==> src/rtl/spi_flash_dual_reader.sv <==
// SPI mode-0 dual-output fast-read (0x3B) initiator: streams a block of flash bytes
// out on a valid/ready interface. SCK runs at clk/2; pad tristating lives outside.
module spi_flash_dual_reader #(
    parameter logic [7:0]  OPCODE      = 8'h3B,
    parameter int unsigned CS_HIGH_CYC = 4,
    parameter int unsigned LEN_W       = 16
) (
    input  logic             clk,
    input  logic             resetn,
    input  logic             req_valid,
    output logic             req_ready,
    input  logic [23:0]      req_addr,
    input  logic [LEN_W-1:0] req_len,
    output logic [7:0]       rd_data,
    output logic             rd_valid,
    input  logic             rd_ready,
    output logic             busy,
    output logic             done,
    output logic             spi_cs_n,
    output logic             spi_sck,
    output logic             spi_mosi_o,
    output logic             spi_mosi_oe,
    input  logic             spi_mosi_i,
    input  logic             spi_miso_i
);

    typedef enum logic [2:0] {
        StIdle,
        StCmd,
        StDummy,
        StData,
        StHold,
        StGuard
    } state_e;

    state_e           state_q, state_d;
    logic             start_q, start_d;
    logic [23:0]      addr_q, addr_d;
    logic [LEN_W-1:0] len_q, len_d;
    logic [LEN_W-1:0] rem_q, rem_d;
    logic [31:0]      sh_q, sh_d;
    logic [5:0]       edge_q, edge_d;
    logic [1:0]       pair_q, pair_d;
    logic [5:0]       dsh_q, dsh_d;
    logic [7:0]       guard_q, guard_d;
    logic             cs_n_q, cs_n_d;
    logic             sck_q, sck_d;
    logic             mosi_o_q, mosi_o_d;
    logic             mosi_oe_q, mosi_oe_d;
    logic [7:0]       rd_data_q, rd_data_d;
    logic             rd_valid_q, rd_valid_d;
    logic             busy_q, busy_d;
    logic             done_q, done_d;

    logic             can_issue;
    logic             data_rise;
    logic [1:0]       sample;

    // A request latched but not yet launched blocks further accepts, except len==0 which
    // completes without touching the bus.
    assign req_ready = (state_q == StIdle) && !(start_q && (len_q != '0)) && !rd_valid_q;
    assign can_issue = !rd_valid_q || rd_ready;
    assign sample    = {spi_miso_i, spi_mosi_i};

    always_comb begin
        state_d    = state_q;
        start_d    = start_q;
        addr_d     = addr_q;
        len_d      = len_q;
        rem_d      = rem_q;
        sh_d       = sh_q;
        edge_d     = edge_q;
        pair_d     = pair_q;
        dsh_d      = dsh_q;
        guard_d    = guard_q;
        cs_n_d     = cs_n_q;
        sck_d      = sck_q;
        mosi_o_d   = mosi_o_q;
        mosi_oe_d  = mosi_oe_q;
        rd_data_d  = rd_data_q;
        rd_valid_d = rd_valid_q;
        busy_d     = busy_q;
        done_d     = 1'b0;
        data_rise  = 1'b0;

        if (rd_valid_q && rd_ready) begin
            rd_valid_d = 1'b0;
        end

        unique case (state_q)
            StIdle: begin
                if (start_q) begin
                    start_d = 1'b0;
                    if (len_q == '0) begin
                        done_d = 1'b1;
                    end else begin
                        state_d   = StCmd;
                        cs_n_d    = 1'b0;
                        sck_d     = 1'b0;
                        busy_d    = 1'b1;
                        mosi_oe_d = 1'b1;
                        mosi_o_d  = OPCODE[7];
                        sh_d      = {OPCODE[6:0], addr_q, 1'b0};
                        edge_d    = 6'd0;
                        rem_d     = len_q;
                    end
                end
                if (req_valid && req_ready) begin
                    start_d = 1'b1;
                    addr_d  = req_addr;
                    len_d   = req_len;
                end
            end

            StCmd: begin
                if (!sck_q) begin
                    sck_d  = 1'b1;
                    edge_d = edge_q + 6'd1;
                end else begin
                    // MOSI only moves while SCK is driven low (mode 0).
                    sck_d = 1'b0;
                    if (edge_q == 6'd32) begin
                        mosi_oe_d = 1'b0;
                        state_d   = StDummy;
                    end else begin
                        mosi_o_d = sh_q[31];
                        sh_d     = {sh_q[30:0], 1'b0};
                    end
                end
            end

            StDummy: begin
                if (!sck_q) begin
                    sck_d  = 1'b1;
                    edge_d = edge_q + 6'd1;
                end else begin
                    sck_d = 1'b0;
                    if (edge_q == 6'd40) begin
                        state_d = StData;
                        pair_d  = 2'd0;
                    end
                end
            end

            StData: begin
                if (sck_q) begin
                    sck_d = 1'b0;
                end else if (rem_q == '0) begin
                    cs_n_d = 1'b1;
                    busy_d = 1'b0;
                    done_d = 1'b1;
                    if (CS_HIGH_CYC == 0) begin
                        state_d = StIdle;
                    end else begin
                        state_d = StGuard;
                        guard_d = 8'(CS_HIGH_CYC - 1);
                    end
                end else if ((pair_q == 2'd0) && !can_issue) begin
                    state_d = StHold;
                end else begin
                    data_rise = 1'b1;
                end
            end

            StHold: begin
                if (can_issue) begin
                    data_rise = 1'b1;
                    state_d   = StData;
                end
            end

            StGuard: begin
                if (guard_q == 8'd0) begin
                    state_d = StIdle;
                end else begin
                    guard_d = guard_q - 8'd1;
                end
            end

            default: state_d = StIdle;
        endcase

        // Pins are sampled on the same clk edge that raises SCK; the flash shifted them
        // out on the previous falling edge.
        if (data_rise) begin
            sck_d  = 1'b1;
            dsh_d  = {dsh_q[3:0], sample};
            pair_d = pair_q + 2'd1;
            if (pair_q == 2'd3) begin
                rd_data_d  = {dsh_q, sample};
                rd_valid_d = 1'b1;
                rem_d      = rem_q - {{(LEN_W-1){1'b0}}, 1'b1};
            end
        end
    end

    always_ff @(posedge clk or negedge resetn) begin
        if (!resetn) begin
            state_q    <= StIdle;
            start_q    <= 1'b0;
            addr_q     <= 24'd0;
            len_q      <= '0;
            rem_q      <= '0;
            sh_q       <= 32'd0;
            edge_q     <= 6'd0;
            pair_q     <= 2'd0;
            dsh_q      <= 6'd0;
            guard_q    <= 8'd0;
            cs_n_q     <= 1'b1;
            sck_q      <= 1'b0;
            mosi_o_q   <= 1'b0;
            mosi_oe_q  <= 1'b0;
            rd_data_q  <= 8'd0;
            rd_valid_q <= 1'b0;
            busy_q     <= 1'b0;
            done_q     <= 1'b0;
        end else begin
            state_q    <= state_d;
            start_q    <= start_d;
            addr_q     <= addr_d;
            len_q      <= len_d;
            rem_q      <= rem_d;
            sh_q       <= sh_d;
            edge_q     <= edge_d;
            pair_q     <= pair_d;
            dsh_q      <= dsh_d;
            guard_q    <= guard_d;
            cs_n_q     <= cs_n_d;
            sck_q      <= sck_d;
            mosi_o_q   <= mosi_o_d;
            mosi_oe_q  <= mosi_oe_d;
            rd_data_q  <= rd_data_d;
            rd_valid_q <= rd_valid_d;
            busy_q     <= busy_d;
            done_q     <= done_d;
        end
    end

    assign spi_cs_n    = cs_n_q;
    assign spi_sck     = sck_q;
    assign spi_mosi_o  = mosi_o_q;
    assign spi_mosi_oe = mosi_oe_q;
    assign rd_data     = rd_data_q;
    assign rd_valid    = rd_valid_q;
    assign busy        = busy_q;
    assign done        = done_q;

endmodule
==> config.mk <==
export PLATFORM = sky130hd
export DESIGN_NAME = spi_flash_dual_reader
export DESIGN_NICKNAME = d
export VERILOG_FILES = /design/src/rtl/spi_flash_dual_reader.sv
export SDC_FILE = /design/constraint.sdc
export NUM_CORES = 1
export LEC_CHECK = 0
export ABC_AREA = 0
export CAP_MARGIN = 20
export CORE_MARGIN = 4
export CORE_UTILIZATION = 35
export DETAILED_ROUTE_END_ITERATION = 10
export DONT_BUFFER_PORTS = 1
export HOLD_SLACK_MARGIN = 0.08
export PLACE_DENSITY = 0.58
export SETUP_SLACK_MARGIN = 0.2
export SLEW_MARGIN = 20
export SYNTH_ARGS = -nofsm -noshare
export SYNTH_HDL_FRONTEND = slang
export SYNTH_SLANG_ARGS = --single-unit
==> constraint.sdc <==
create_clock -name clk -period 2.3 [get_ports clk]
set_input_delay 0.115 -clock clk [delete_from_list [all_inputs] [get_ports clk]]
set_output_delay 0.115 -clock clk [all_outputs]
set_load 0.05 [all_outputs]
==> reports/qor.yml <==
cts:
  clk_latency_ns: 0.42
  cts_max_path_buffers: 2
  cts_root_buffer: "clkbuf_16"
  ctsHoldBuffers: 44
  clkSlewWorstSetupHoldPaths_ns: 0.05
  numCtsBuffers: 17
  clkSinkCount: 128
  h-tree-depth: 4
  cts_tree: "done"
synthesis:
  syn-num-nets: 562
  synth_edf_count: 0
  netlist_instances: 508
  synth_top_family_by_area: "multiplexers"
  yosys_register_bits: 128
  synth.distinct_cells: 63
  avgSynthCellArea_sq_um: 12.0
  synthMuxAreaShare_pct: 20.8
  synthXorXnorAreaFrac_pct: 1.29
  ys_seq_area_share_pct: 52.4
  synth-main-ff-cell: "dfrtp_1"
  synth_adder_area_share_pct: 1.64
  synth_compound_area_share_pct: 7.45
  syn_area_sq_mm: 0.00611
  synthArstFlopShare_pct: 100
  yosys_warnings: 0
  yosys.area_share.simple_pct: 13.4
detailed_routing:
  vias: 4338
  ant_nets: 0
  viasPerCell: 5.16
  drc_errors: 0
  drt_iter0_markers: 152
  wirelength_mm: 14.2
  wire_per_inst_microns: 16.8
  drt_first_pass_iters: 4
power:
  cellLeakagePower_nw: 4.12
  power_density_mw_per_mm2: 612
  peakVddDrop_uv: 497
timing:
  setup_ws_ns: 0.0442
  post-route-min-period_ns: 2.26
  whs_ns: -0.603
  slew_headroom_pct: 65.3
  maxSlewViolCount: 0
  rsz0062_at_grt: "yes"
  hold_viol_final: 128
  tightest_slew_ns: 0.520
  maxClockFrequency_mhz: 443
  skew_ns: 0.0111
  setup_viol: 0
  finalCritPeriodShare_pct: 98.1
cells_and_area:
  register_area_sq_mm: 0.00321
  drive_above_1_share_pct: 29.4
  final_cell_area_sq_mm: 0.00830
  multi_input_area_sq_mm: 0.00311
  fill_cells: 1518
  area_growth_syn_to_layout_pct: 35.8
  layout_common_cells: "124 x dfrtp_1, 60 x mux2_1, 48 x nand2_1"
  antenna_cells: 0
  layout_commonest_cell: "dfrtp_1"
  design.final.nets: 657
setup_path:
  crit_slowest_cell: "dfrtp_1"
  cp-end-kind: "register"
  path_delay_family: "simple AND/OR/NAND/NOR gates"
  max_stage_delay_ns: 0.40
  startpoint_type: "register"
  path_class: "reg2reg"
  crit_chain: "nor4_2 > buf_4 > nand4_1 > buf_6 > a211oi_4 > nand2_2 > buf_12 > mux2_1"
  critical_path.max_fanout: 41
  worstPathRequired_ns: 2.59
  critPathBufInv: 3
  critical_path_arrival_ns: 2.54
global_route:
  grt_pass1_vias: 4512
  grt_use_total_pct: 14.0
  grt_max_degree: 129
  antenna_found_initial: 0
  grt_pass1_wl_mm: 22.3
  grt_overflow: 0
status:
  violations: "hold timing"
  outcome: "finished with violations"
run:
  maxCapViolCount: 0
placed_design:
  place_area_sq_mm: 0.00666
  portBuffers: 0
  hpwlAfterDp_mm: 8.42
  gp_congestion: 0.813
  dpl_worst_slack_ns: -0.0869
hold_path:
  min_path_type: "in2async"
die:
  core_area_sq_mm: 0.0172
  io_pins: 62
  die_w_microns: 140
  initial_core_util_pct: 35.5
  die_h_microns: 140
  die-area_sq_mm: 0.0196
  rows: 48
metrics by stage:
step | power [mW] | cells | util [%] | setup TNS, ns
floorplan | 2.30 | 508 | - | -3.09
global placement | 2.29 | 749 | 38.7 | -3.36
detailed placement | 2.29 | 749 | 38.7 | -3.67
CTS | 5.14 | 830 | 45.6 | 0
global route | 5.25 | 841 | 48.2 | -1.55
finish | 5.08 | 841 | 48.2 | 0
cell families (layout without fill, tap and decap cells):
family / count (synthesis) / count (layout)
AOI/OAI and AO/OA: 55 / 56
xor gates and xnor gates: 9 / 9
adders and majority gates: 8 / 8
buffers and inverters: 40 / 147
DFF: 128 / 128
muxes: 113 / 113
and+or+nand+nor: 155 / 155
where the power goes:
part / internal, mW / leakage [nW] / switching [mW] / total, mW
clock network: 1.78 / 0.296 / 0.978 / 2.76
logic: 0.0507 / 2.08 / 0.0123 / 0.0630
registers: 2.25 / 1.75 / 0 / 2.25
sequential cells by signal, summed over array words and instances (netlist names):
register     count
pair_q           2
rd_valid         1
rem_q           16
state_q          3
addr_q          24
rd_data          8
spi_cs_n         1
start_q          1
spi_sck          1
spi_mosi_oe      1
done             1
sh_q            31
len_q           16
dsh_q            6
edge_q           6
busy             1
guard_q          8
spi_mosi_o       1
area by class of cell:
type,count,area share [%]
Clock inverter,10,1.61
Tap cell,225,3.39
Timing Repair Buffer,100,12.5
Multi-Input combinational cell,341,37.5
Inverter,15,0.678
Clock buffer,22,5.71
Sequential cell,128,38.6
cell usage after synthesis (8+ instances only):
library cell / n / area (sq um)
dfrtp_1: 127 / 3180
mux2_1: 86 / 968
nand2_1: 52 / 195
nor2_1: 27 / 101
mux2_2: 15 / 169
nand3_1: 15 / 75.1
inv_1: 14 / 52.6
clkbuf_1: 10 / 37.5
o221a_1: 10 / 113
buf_2: 9 / 45.0
mux2i_1: 9 / 90.1
o21ai_1: 9 / 45.0
xor2_1: 9 / 78.8
ha_1: 8 / 100
nor3_1: 8 / 40.0
nor4_1: 8 / 50.1
what timing repair did:
| item | in CTS | in global routing |
|---|---|---|
| endpoints found under the setup margin | 100 | 92 |
| endpoints found under the hold margin | 174 | 128 |
| resized for setup | 21 | 70 |
| pin swaps | 5 | 16 |
| setup buffers | 5 | 6 |
| cloned | 0 | 5 |
worst reg2reg max path: cells and delay by family (launching register included):
family / cells / cell delay, ns
simple gates: 3 / 0.50
buf+inv: 3 / 0.50
mux: 1 / 0.41
flops: 1 / 0.40
compound gates: 1 / 0.33
per-layer routing:
layer / track usage (%) / vias to the layer above / routed length, microns
met5: 0 / - / 0
met4: 4.59 / 0 / 194
met3: 4.81 / 17 / 792
met1: 18.0 / 2194 / 6540
met2: 22.2 / 91 / 6640
li1: - / 2036 / -
final timing paths:
| check | cells after the start | slack [ns] | endpoint | start |
|---|---|---|---|---|
| min in group clk | 2 | 0.35 | len_q[7] | req_len[7] |
| worst min register to register | 1 | 0.49 | addr_q[2] | addr_q[2] |
| max in group asynchronous | 0 | 2.62 | spi_cs_n | resetn |
| worst min-delay path | 0 | -0.60 | addr_q[9] | resetn |
| worst max-delay path | 8 | 0.04 | addr_q[20] | len_q[1] |
| worst max register to register | 8 | 0.04 | addr_q[20] | len_q[1] |
(Power assumes the default switching activity.)
